## config.mk

```make
export PLATFORM = sky130hd
export DESIGN_NAME = challenge_rx
export DESIGN_NICKNAME = d
export VERILOG_FILES = /design/src/rtl/puf_pkg.sv /design/src/rtl/uart_rx_byte.sv /design/src/rtl/challenge_rx.sv
export SDC_FILE = /design/constraint.sdc
export NUM_CORES = 1
export LEC_CHECK = 0
export ABC_AREA = 1
export BUFFER_PORTS_ARGS = -buffer_cell sky130_fd_sc_hd__buf_2
export CAP_MARGIN = 20
export CORE_ASPECT_RATIO = 0.9
export CORE_UTILIZATION = 38
export DETAILED_ROUTE_END_ITERATION = 16
export GPL_ROUTABILITY_DRIVEN = 0
export SETUP_SLACK_MARGIN = 0.2
export SLEW_MARGIN = 10
export SYNTH_ARGS = -nofsm -noshare
export SYNTH_HDL_FRONTEND = slang
export SYNTH_HIERARCHICAL = 1
export SYNTH_SLANG_ARGS = --single-unit
```

## constraint.sdc

```tcl
create_clock -name clk -period 4.2 [get_ports clk]
set_input_delay 1.05 -clock clk [delete_from_list [all_inputs] [get_ports clk]]
set_output_delay 1.05 -clock clk [all_outputs]
set_load 0.01 [all_outputs]
```

## src/rtl/puf_pkg.sv

```systemverilog
// Constants and types shared by the PUF UART challenge (RX) and response (TX) stages.
package puf_pkg;

  localparam int CHAL_W               = 128;
  localparam int DEFAULT_CLKS_PER_BIT = 868;

  typedef enum logic [2:0] {
    IDLE,
    START,
    DATA,
    STOP,
    BREAK
  } uart_rx_state_t;

endpackage

```

## src/rtl/uart_rx_byte.sv

```systemverilog
// 8N1 byte receiver: rxd synchroniser, bit FSM and baud counter.
// byte_valid / frame_err are single-cycle strobes in the cycle that precedes the stop-sample edge.
module uart_rx_byte
  import puf_pkg::*;
#(
  parameter int CLKS_PER_BIT = DEFAULT_CLKS_PER_BIT
) (
  input  logic       clk,
  input  logic       rst,
  input  logic       rxd,
  output logic [7:0] byte_data,
  output logic       byte_valid,
  output logic       frame_err,
  output logic       busy
);

  localparam int            CW      = $clog2(CLKS_PER_BIT);
  localparam logic [CW-1:0] FULL_M1 = CW'(CLKS_PER_BIT - 1);
  localparam logic [CW-1:0] HALF_M1 = CW'(CLKS_PER_BIT / 2 - 1);

  logic           meta_reg, rxs_reg;
  uart_rx_state_t state_reg, state_next;
  logic [CW-1:0]  cnt_reg, cnt_next;
  logic [2:0]     bit_reg, bit_next;
  logic [7:0]     data_reg, data_next;

  always_ff @(posedge clk) begin
    if (rst) begin
      meta_reg  <= 1'b1;
      rxs_reg   <= 1'b1;
      state_reg <= IDLE;
      cnt_reg   <= '0;
      bit_reg   <= '0;
      data_reg  <= '0;
    end else begin
      meta_reg  <= rxd;
      rxs_reg   <= meta_reg;
      state_reg <= state_next;
      cnt_reg   <= cnt_next;
      bit_reg   <= bit_next;
      data_reg  <= data_next;
    end
  end

  always_comb begin
    state_next = state_reg;
    cnt_next   = cnt_reg + CW'(1);
    bit_next   = bit_reg;
    data_next  = data_reg;
    byte_valid = 1'b0;
    frame_err  = 1'b0;
    unique case (state_reg)
      // The cycle that detects the falling edge already counts toward the half-bit wait.
      IDLE: begin
        cnt_next = rxs_reg ? '0 : CW'(1);
        if (!rxs_reg) state_next = START;
      end
      START: begin
        if (cnt_reg == HALF_M1) begin
          cnt_next   = '0;
          bit_next   = '0;
          state_next = rxs_reg ? IDLE : DATA;
        end
      end
      DATA: begin
        if (cnt_reg == FULL_M1) begin
          cnt_next  = '0;
          data_next = {rxs_reg, data_reg[7:1]};
          bit_next  = bit_reg + 3'd1;
          if (bit_reg == 3'd7) state_next = STOP;
        end
      end
      STOP: begin
        if (cnt_reg == FULL_M1) begin
          cnt_next = '0;
          if (rxs_reg) begin
            byte_valid = 1'b1;
            state_next = IDLE;
          end else begin
            frame_err  = 1'b1;
            state_next = BREAK;
          end
        end
      end
      BREAK: begin
        cnt_next = '0;
        if (rxs_reg) state_next = IDLE;
      end
      default: state_next = IDLE;
    endcase
  end

  assign byte_data = data_reg;
  assign busy      = (state_reg != IDLE);

endmodule

```

## src/rtl/challenge_rx.sv

```systemverilog
// UART challenge receiver: gathers CHAL_BYTES good bytes (first byte ends up in the MSBs)
// and offers the assembled challenge to the PUF core over valid/ready.
module challenge_rx
  import puf_pkg::*;
#(
  parameter int CLKS_PER_BIT = DEFAULT_CLKS_PER_BIT,
  parameter int CHAL_BYTES   = CHAL_W / 8
) (
  input  logic                    clk,
  input  logic                    rst,
  input  logic                    rxd,
  output logic [8*CHAL_BYTES-1:0] challenge,
  output logic                    chal_valid,
  input  logic                    chal_ready,
  output logic                    frame_err,
  output logic                    overrun,
  output logic                    busy
);

  localparam int             W    = 8 * CHAL_BYTES;
  localparam int             BCW  = (CHAL_BYTES > 1) ? $clog2(CHAL_BYTES) : 1;
  localparam logic [BCW-1:0] LAST = BCW'(CHAL_BYTES - 1);

  logic [7:0]     byte_data;
  logic           byte_valid, byte_ferr;
  logic [W-1:0]   sr_reg, sr_shift, challenge_reg;
  logic [BCW-1:0] bcnt_reg;
  logic           chal_valid_reg, frame_err_reg, overrun_reg;
  logic           xfer;

  uart_rx_byte #(.CLKS_PER_BIT(CLKS_PER_BIT)) u_byte (
    .clk        (clk),
    .rst        (rst),
    .rxd        (rxd),
    .byte_data  (byte_data),
    .byte_valid (byte_valid),
    .frame_err  (byte_ferr),
    .busy       (busy)
  );

  generate
    if (CHAL_BYTES > 1) begin : g_shift
      assign sr_shift = {sr_reg[W-9:0], byte_data};
    end else begin : g_single
      assign sr_shift = byte_data;
    end
  endgenerate

  assign xfer = chal_valid_reg & chal_ready;

  always_ff @(posedge clk) begin
    if (rst) begin
      sr_reg         <= '0;
      bcnt_reg       <= '0;
      challenge_reg  <= '0;
      chal_valid_reg <= 1'b0;
      frame_err_reg  <= 1'b0;
      overrun_reg    <= 1'b0;
    end else begin
      frame_err_reg <= byte_ferr;
      overrun_reg   <= 1'b0;
      if (xfer) chal_valid_reg <= 1'b0;
      if (byte_ferr) begin
        bcnt_reg <= '0;
      end else if (byte_valid) begin
        sr_reg <= sr_shift;
        if (bcnt_reg == LAST) begin
          bcnt_reg <= '0;
          // A transfer on this same edge frees the output register for the new challenge.
          if (!chal_valid_reg || xfer) begin
            challenge_reg  <= sr_shift;
            chal_valid_reg <= 1'b1;
          end else begin
            overrun_reg <= 1'b1;
          end
        end else begin
          bcnt_reg <= bcnt_reg + BCW'(1);
        end
      end
    end
  end

  assign challenge  = challenge_reg;
  assign chal_valid = chal_valid_reg;
  assign frame_err  = frame_err_reg;
  assign overrun    = overrun_reg;

endmodule

```

==> results of run 1 <==
## synthesized netlist by cell type, types with 5 or more instances
cell and count:
a21oi_1 136, buf_2 48, buf_6 14, clkbuf_1 45
dfxtp_1 281, ha_1 5, inv_1 164, inv_2 5
nand2_1 163, nand3_1 14, nand4_1 132, nor2_1 283
nor3_1 5, o21ai_0 129
## worst paths after layout
kind	startpoint	cells past startpoint	end	slack, ns
worst max-delay path	u_byte/cnt_reg[0]	12	challenge[84]	1.01
worst min-delay path	u_byte/meta_reg	1	u_byte/rxs_reg	0.43
worst max register to register	u_byte/cnt_reg[0]	12	challenge[84]	1.01
worst min register to register	u_byte/meta_reg	1	u_byte/rxs_reg	0.43
## cells by family (layout without fill, tap and decap cells)
family          count (synthesis)  count (layout)  share of synthesized area [%]
simple gates                  617             617                           25.0
flops                         281             281                           50.7
buf+inv                       281             370                           11.0
compound gates                272             272                           12.6
fa+ha+maj                       5               5                          0.563
xor+xnor                        3               3                          0.237
## cell type report
cell class                      count  area share [%]
Clock buffer                       47            7.23
Multi-Input combinational cell    897            33.4
Clock inverter                      8           0.576
Tap cell                          360            3.52
Sequential cell                   281            43.9
Inverter                          169            4.99
Timing Repair Buffer              146            6.41
## power breakdown
part           switching [mW]  internal [mW]
registers              0.0183           2.68
clock network            1.06           1.57
logic                   0.202         0.0915
total                    1.28           4.34
## layer usage
metal / up-vias / share of wire, % / wire [µm] / global-route usage (%)
met4: 0 / 2.3 / 574 / 4.77
li1: 4858 / - / - / -
met2: 154 / 44 / 11300 / 26.6
met1: 4241 / 50 / 12700 / 23.4
met3: 44 / 3.2 / 823 / 2.20
met5: - / 0 / 0 / 0
## per-stage QoR
step | total power [mW] | util [%] | area (µm²) | hold WS, ns | worst slack [ns]
floorplan | 2.98 | - | 11100 | 0.389 | 1.89
global placement | 3.05 | 41.7 | 11800 | 0.395 | 1.14
detailed placement | 3.05 | 41.7 | 11800 | 0.414 | 1.05
CTS | 5.69 | 45.3 | 12800 | 0.429 | 1.02
global route | 5.83 | 45.3 | 12800 | 0.459 | 0.653
finish | 5.62 | 45.3 | 12800 | 0.425 | 1.01
## critical path: stages, from the launching register on
cell     delay, ns
dfxtp_1       0.38
ha_1          0.23
inv_1         0.08
nor3_1        0.17
nand3_2       0.14
nor3_1        0.59
inv_2         0.13
nor2_4        0.19
nand2_1       0.11
nor2_4        0.47
buf_12        0.40
nor2_1        0.09
nor2_1        0.12
==> report_table.html, run 1 <==
<table>
<tr><th>Metric</th><th>Value</th></tr>
<tr><th colspan="2">Power and ir drop</th></tr>
<tr><td>Worst IR drop on VDD</td><td>0.263 mV</td></tr>
<tr><td>Power per cell area</td><td>438 nW/µm²</td></tr>
<tr><td>Lkg Pwr</td><td>5.19 nW</td></tr>
<tr><th colspan="2">Logic synthesis</th></tr>
<tr><td>Predominant post-synthesis flop cell</td><td>dfxtp_1</td></tr>
<tr><td>Register area share after synthesis</td><td>50.7%</td></tr>
<tr><td>Fraction of synthesized cell area taken by the top area cell type</td><td>50.7%</td></tr>
<tr><td>Fraction of registers with async set/reset</td><td>0%</td></tr>
<tr><td>Average footprint of a synthesized cell</td><td>7.61 µm²</td></tr>
<tr><td>Yosys warning count</td><td>6</td></tr>
<tr><td>Instance count of the mapped netlist</td><td>1459</td></tr>
<tr><td>Library cell occupying the most area in the post-synthesis netlist</td><td>dfxtp_1</td></tr>
<tr><td>Synth cell types</td><td>37</td></tr>
<tr><td>Syn nets</td><td>1468</td></tr>
<tr><td>Synth top area cells</td><td>dfxtp_1 (51%), nor2_1 (9.6%), nand4_1 (7.4%), a21oi_1 (6.1%), o21ai_0 (5.8%)</td></tr>
<tr><td>EDFF count, synth</td><td>0</td></tr>
<tr><td>#FFs+latches synth</td><td>281</td></tr>
<tr><td>Area of the mapped netlist</td><td>11100 µm²</td></tr>
<tr><th colspan="2">Final layout</th></tr>
<tr><td>Number of diodes added for antenna fixing</td><td>0</td></tr>
<tr><td>Multi-input gate area in the final layout</td><td>4280 µm²</td></tr>
<tr><td>FF/Latch Area</td><td>5630 µm²</td></tr>
<tr><td>Synth-to-layout area growth</td><td>15.4%</td></tr>
<tr><td>Largest register FFs</td><td>128</td></tr>
<tr><td>Layout fillers</td><td>2906</td></tr>
<tr><td>Leading cell types in the layout, fill and taps excluded</td><td>nor2_1 (282), dfxtp_1 (281), inv_1 (163), nand2_1 (162), a21oi_1 (136)</td></tr>
<tr><td>Share of post-route cells with drive strength above 1</td><td>14.3%</td></tr>
<tr><td>Cell Count, Final, Fillers Out</td><td>1908</td></tr>
<tr><td>Most common library cell in the layout ignoring fill and taps</td><td>nor2_1</td></tr>
<tr><td>Count of nets after finishing</td><td>1534</td></tr>
<tr><th colspan="2">STA</th></tr>
<tr><td>Minimum clock period after layout</td><td>3.19 ns</td></tr>
<tr><td>Setup violations, final</td><td>0</td></tr>
<tr><td>Unrepaired setup endpoints after global routing</td><td>false</td></tr>
<tr><td>Number of failing hold endpoints at the final stage</td><td>0</td></tr>
<tr><td>Final slew viol count</td><td>0</td></tr>
<tr><td>Fmax</td><td>0.313 GHz</td></tr>
<tr><td>Aggregate negative setup slack</td><td>0 ns</td></tr>
<tr><td>Worst slew slack as a fraction of its limit</td><td>44.0%</td></tr>
<tr><td>Worst slew pin tran</td><td>0.841 ns</td></tr>
<tr><td>Layout Skew</td><td>0.0108 ns</td></tr>
<tr><td>Final clock period utilization by the worst path</td><td>76.0%</td></tr>
<tr><th colspan="2">Setup path</th></tr>
<tr><td>Critical setup path kind</td><td>reg -&gt; reg</td></tr>
<tr><td>Element type at the critical path end</td><td>flop</td></tr>
<tr><td>Arrival time at the worst endpoint</td><td>3.67 ns</td></tr>
<tr><td>Required time reported for the critical path endpoint</td><td>4.68 ns</td></tr>
<tr><td>Type of element launching the critical path</td><td>flop</td></tr>
<tr><td>Largest fanout on the critical path</td><td>80</td></tr>
<tr><th colspan="2">Floorplanning</th></tr>
<tr><td>I/O pin count</td><td>136</td></tr>
<tr><td>Vertical die dimension</td><td>164 µm</td></tr>
<tr><td>Starting utilization of the core area</td><td>39.2%</td></tr>
<tr><td>Area enclosed by the die boundary</td><td>29900 µm²</td></tr>
<tr><td>Placement Rows</td><td>58</td></tr>
<tr><td>Die outline width</td><td>182 µm</td></tr>
<tr><td>Placeable core area</td><td>28300 µm²</td></tr>
<tr><th colspan="2">Clock network</th></tr>
<tr><td>Max clock buf depth</td><td>3</td></tr>
<tr><td>Count of hold buffers inserted by post-cts repair</td><td>0</td></tr>
<tr><td>Clock-pin transition on the worst setup and hold timing paths</td><td>0.06 ns</td></tr>
<tr><td>CTS tree</td><td>done</td></tr>
<tr><td>Number of buffers created by CTS</td><td>30</td></tr>
<tr><td>Number of post-CTS setup repair buffers</td><td>0</td></tr>
<tr><td>Clock H-tree levels</td><td>1</td></tr>
<tr><td>Clk Latency, worst-skew pair</td><td>0.55 ns</td></tr>
<tr><td>Number of clock sinks</td><td>281</td></tr>
<tr><td>Master cell of the clock root buffer</td><td>clkbuf_16</td></tr>
<tr><td>Post-CTS sizing</td><td>0</td></tr>
<tr><th colspan="2">Min path</th></tr>
<tr><td>Kind of path behind the tightest hold check</td><td>reg -&gt; reg</td></tr>
<tr><th colspan="2">Placed design</th></tr>
<tr><td>Number of I/O port buffers</td><td>135</td></tr>
<tr><td>Cell Count Post-Placement</td><td>1853</td></tr>
<tr><td>Total half-perimeter wirelength after legalization and detailed placement</td><td>15700 µm</td></tr>
<tr><th colspan="2">Drt</th></tr>
<tr><td>Average wire per cell in the routed design</td><td>13.3 µm</td></tr>
<tr><td>Per-cell via count in the routed design</td><td>4.87</td></tr>
<tr><td>Aggregate routed wire length</td><td>25400 µm</td></tr>
<tr><td>DRC marker count from the first detailed-route iteration</td><td>659</td></tr>
<tr><td>Via count</td><td>9297</td></tr>
<tr><td>Antenna Violating Nets Remaining</td><td>0</td></tr>
<tr><td>Total DRC errors in the routed layout</td><td>0</td></tr>
<tr><td>Router iterations before antenna repair</td><td>5</td></tr>
<tr><th colspan="2">Status</th></tr>
<tr><td>Status</td><td>complete, no violations</td></tr>
<tr><th colspan="2">Global routing</th></tr>
<tr><td>Number of antenna violations at the first check in global routing</td><td>0</td></tr>
<tr><td>Pin count of the biggest net entering global routing</td><td>192</td></tr>
<tr><td>Tot GR Track Use</td><td>16.6%</td></tr>
<tr><td>Total overflow reported by the global router</td><td>0</td></tr>
<tr><td>Global-route wire length before repair</td><td>41600 µm</td></tr>
<tr><td>Vias in the first global route</td><td>8405</td></tr>
<tr><th colspan="2">Flow run</th></tr>
<tr><td>Number of maximum-capacitance constraint violations</td><td>0</td></tr>
</table>
Power figures use the tool's default switching activity.
==> run 2, diff against run 1 <==
clock period = 3.12 ns   (was 4.2 ns; I/O delays follow)
==> run 2 against run 1 <==
  * Routed wire length about the same
  * Count of clock-buffer cells in the layout down 2
  * Combinational power up 35%
  * Sequential cell count is the same
  * Core utilization rose by 0.53 points
  * Non-clock buffer count is 8 higher
  * Critical path type unchanged
  * Critical endpoint is now challenge[39]
  * Highest routed layer unchanged
==> report_table.html, run 2 (synthesis gave the netlist of run 1 again) <==
<table>
<tr><th>Metric</th><th>Value</th></tr>
<tr><th colspan="2">Floorplanning</th></tr>
<tr><td>Area enclosed by the die boundary</td><td>29900 µm²</td></tr>
<tr><td>Die outline width</td><td>182 µm</td></tr>
<tr><td>Starting utilization of the core area</td><td>39.2%</td></tr>
<tr><td>Placeable core area</td><td>28300 µm²</td></tr>
<tr><td>I/O pin count</td><td>136</td></tr>
<tr><td>Vertical die dimension</td><td>164 µm</td></tr>
<tr><td>Placement Rows</td><td>58</td></tr>
<tr><th colspan="2">Clock network</th></tr>
<tr><td>Master cell of the clock root buffer</td><td>clkbuf_16</td></tr>
<tr><td>Max clock buf depth</td><td>3</td></tr>
<tr><td>Clock-pin transition on the worst setup and hold timing paths</td><td>0.06 ns</td></tr>
<tr><td>Clk Latency, worst-skew pair</td><td>0.54 ns</td></tr>
<tr><td>Clock H-tree levels</td><td>1</td></tr>
<tr><td>Number of clock sinks</td><td>281</td></tr>
<tr><td>Count of hold buffers inserted by post-cts repair</td><td>0</td></tr>
<tr><td>Number of buffers created by CTS</td><td>30</td></tr>
<tr><td>CTS tree</td><td>done</td></tr>
<tr><td>Number of post-CTS setup repair buffers</td><td>0</td></tr>
<tr><td>Post-CTS sizing</td><td>0</td></tr>
<tr><th colspan="2">Final layout</th></tr>
<tr><td>Number of diodes added for antenna fixing</td><td>0</td></tr>
<tr><td>FF/Latch Area</td><td>5630 µm²</td></tr>
<tr><td>Synth-to-layout area growth</td><td>16.7%</td></tr>
<tr><td>Most common library cell in the layout ignoring fill and taps</td><td>nor2_1</td></tr>
<tr><td>Layout fillers</td><td>2882</td></tr>
<tr><td>Cell Count, Final, Fillers Out</td><td>1914</td></tr>
<tr><td>Largest register FFs</td><td>128</td></tr>
<tr><td>Fraction of the core area covered by cells at the end of the flow</td><td>45.8%</td></tr>
<tr><td>Leading cell types in the layout, fill and taps excluded</td><td>nor2_1 (282), dfxtp_1 (281), inv_1 (163), nand2_1 (162), a21oi_1 (136)</td></tr>
<tr><td>Post-route standard cell area excluding fillers</td><td>13000 µm²</td></tr>
<tr><td>Multi-input gate area in the final layout</td><td>4280 µm²</td></tr>
<tr><td>Count of nets after finishing</td><td>1542</td></tr>
<tr><td>Share of post-route cells with drive strength above 1</td><td>14.5%</td></tr>
<tr><th colspan="2">Global routing</th></tr>
<tr><td>Pin count of the biggest net entering global routing</td><td>142</td></tr>
<tr><td>Number of antenna violations at the first check in global routing</td><td>0</td></tr>
<tr><td>Tot GR Track Use</td><td>16.7%</td></tr>
<tr><td>Global-route wire length before repair</td><td>41900 µm</td></tr>
<tr><td>Vias in the first global route</td><td>8594</td></tr>
<tr><td>Total overflow reported by the global router</td><td>0</td></tr>
<tr><th colspan="2">Setup path</th></tr>
<tr><td>Worst stage delay on the critical path</td><td>0.38 ns</td></tr>
<tr><td>Type of element launching the critical path</td><td>flop</td></tr>
<tr><td>Largest fanout on the critical path</td><td>94</td></tr>
<tr><td>Arrival time at the worst endpoint</td><td>2.94 ns</td></tr>
<tr><td>Critical setup path kind</td><td>reg -&gt; reg</td></tr>
<tr><td>Ordered list of cells on the worst path</td><td>ha_1 -&gt; inv_1 -&gt; nor3_1 -&gt; nand3_2 -&gt; nor3_1 -&gt; buf_4 -&gt; inv_2 -&gt; nor2_4 -&gt; nand2_1 -&gt; nor2_4 -&gt; buf_12 -&gt; nor2_1 -&gt; nor2_1</td></tr>
<tr><td>Required time reported for the critical path endpoint</td><td>3.60 ns</td></tr>
<tr><td>Element type at the critical path end</td><td>flop</td></tr>
<tr><td>Max stage delay cell, worst path</td><td>dfxtp_1</td></tr>
<tr><td>Cell class contributing the biggest share of worst-path delay</td><td>simple AND/OR/NAND/NOR gates</td></tr>
<tr><td>Sum of buffers and inverters on the critical path</td><td>4</td></tr>
<tr><th colspan="2">STA</th></tr>
<tr><td>Aggregate negative setup slack</td><td>0 ns</td></tr>
<tr><td>Fmax</td><td>0.405 GHz</td></tr>
<tr><td>Final clock period utilization by the worst path</td><td>79.1%</td></tr>
<tr><td>Final slew viol count</td><td>0</td></tr>
<tr><td>Setup violations, final</td><td>0</td></tr>
<tr><td>Number of failing hold endpoints at the final stage</td><td>0</td></tr>
<tr><td>Layout Skew</td><td>0.0104 ns</td></tr>
<tr><td>Crit path setup slack, layout</td><td>0.653 ns</td></tr>
<tr><td>Worst slew slack as a fraction of its limit</td><td>55.9%</td></tr>
<tr><td>Unrepaired setup endpoints after global routing</td><td>false</td></tr>
<tr><td>Minimum clock period after layout</td><td>2.47 ns</td></tr>
<tr><td>Worst slew pin tran</td><td>0.661 ns</td></tr>
<tr><th colspan="2">Drt</th></tr>
<tr><td>Per-cell via count in the routed design</td><td>4.90</td></tr>
<tr><td>Via count</td><td>9376</td></tr>
<tr><td>Total DRC errors in the routed layout</td><td>0</td></tr>
<tr><td>Aggregate routed wire length</td><td>25400 µm</td></tr>
<tr><td>Router iterations before antenna repair</td><td>6</td></tr>
<tr><td>Average wire per cell in the routed design</td><td>13.3 µm</td></tr>
<tr><td>Antenna Violating Nets Remaining</td><td>0</td></tr>
<tr><td>DRC marker count from the first detailed-route iteration</td><td>681</td></tr>
<tr><th colspan="2">Power and ir drop</th></tr>
<tr><td>Worst IR drop on VDD</td><td>0.385 mV</td></tr>
<tr><td>Total net switching power</td><td>1.70 mW</td></tr>
<tr><td>Power per cell area</td><td>583 nW/µm²</td></tr>
<tr><td>Clock Power Share</td><td>46.6%</td></tr>
<tr><td>Combinational cell fraction of total power</td><td>5.2%</td></tr>
<tr><td>Sequential share of power</td><td>48.1%</td></tr>
<tr><td>Lkg Pwr</td><td>5.26 nW</td></tr>
<tr><td>Switching part of the total</td><td>22.5%</td></tr>
<tr><td>Internal power consumption</td><td>5.86 mW</td></tr>
<tr><th colspan="2">Placed design</th></tr>
<tr><td>Cell Count Post-Placement</td><td>1861</td></tr>
<tr><td>Number of I/O port buffers</td><td>135</td></tr>
<tr><td>Cell area after placement</td><td>12000 µm²</td></tr>
<tr><td>Total half-perimeter wirelength after legalization and detailed placement</td><td>16000 µm</td></tr>
<tr><td>Pre-CTS setup slack</td><td>0.656 ns</td></tr>
<tr><th colspan="2">Min path</th></tr>
<tr><td>Kind of path behind the tightest hold check</td><td>reg -&gt; reg</td></tr>
<tr><th colspan="2">Flow run</th></tr>
<tr><td>Number of maximum-capacitance constraint violations</td><td>0</td></tr>
<tr><th colspan="2">Status</th></tr>
<tr><td>Status</td><td>complete, no violations</td></tr>
</table>
[run 2: power groups by stage]
stage               Combinational [mW]  Clock [mW]  Sequential, mW
global route                     0.449        3.79            3.64
global placement                 0.401           0            3.71
CTS                              0.400        3.64            3.63
detailed placement               0.400           0            3.71
finish                           0.396        3.52            3.64
floorplan                        0.311           0            3.71
[run 2: worst reg2reg max path, stage by stage, from the launching register on]
cell and delay [ns]:
dfxtp_1 0.38, ha_1 0.22, inv_1 0.07, nor3_1 0.18, nand3_2 0.14, nor3_1 0.17, buf_4 0.18, inv_2 0.06
nor2_4 0.15, nand2_1 0.11, nor2_4 0.14, buf_12 0.37, nor2_1 0.12, nor2_1 0.11
[run 2: final cells by class]
| type | count | share of cell area (%) |
|---|---|---|
| Sequential cell | 281 | 43.4 |
| Inverter | 169 | 4.93 |
| Tap cell | 360 | 3.47 |
| Multi-Input combinational cell | 897 | 33.0 |
| Timing Repair Buffer | 154 | 7.57 |
| Clock inverter | 8 | 0.782 |
| Clock buffer | 45 | 6.85 |
[run 2: worst paths after layout]
kind / from / end / slack, ns / depth (start not counted)
worst min-delay path: u_byte/meta_reg / u_byte/rxs_reg / 0.41 / 1
worst max-delay path: u_byte/cnt_reg[0] / challenge[39] / 0.65 / 13
worst min register to register: u_byte/meta_reg / u_byte/rxs_reg / 0.41 / 1
worst max register to register: u_byte/cnt_reg[0] / challenge[39] / 0.65 / 13
[run 2: stage by stage]
step           power (mW)  hold WS [ns]
2_1_floorplan        4.02         0.389
3_3_place_gp         4.11         0.394
3_5_place_dp         4.11         0.397
4_1_cts              7.67         0.410
5_1_grt              7.87         0.443
6_report             7.56         0.406
[run 2: layer usage]
metal / GRT usage [%] / share of wire, % / wire (µm) / vias to the layer above
met3: 2.57 / 4.1 / 1040 / 30
met4: 4.47 / 1.8 / 453 / 0
li1: - / - / - / 4877
met5: 0 / 0 / 0 / -
met1: 23.0 / 50 / 12600 / 4288
met2: 27.2 / 45 / 11300 / 181
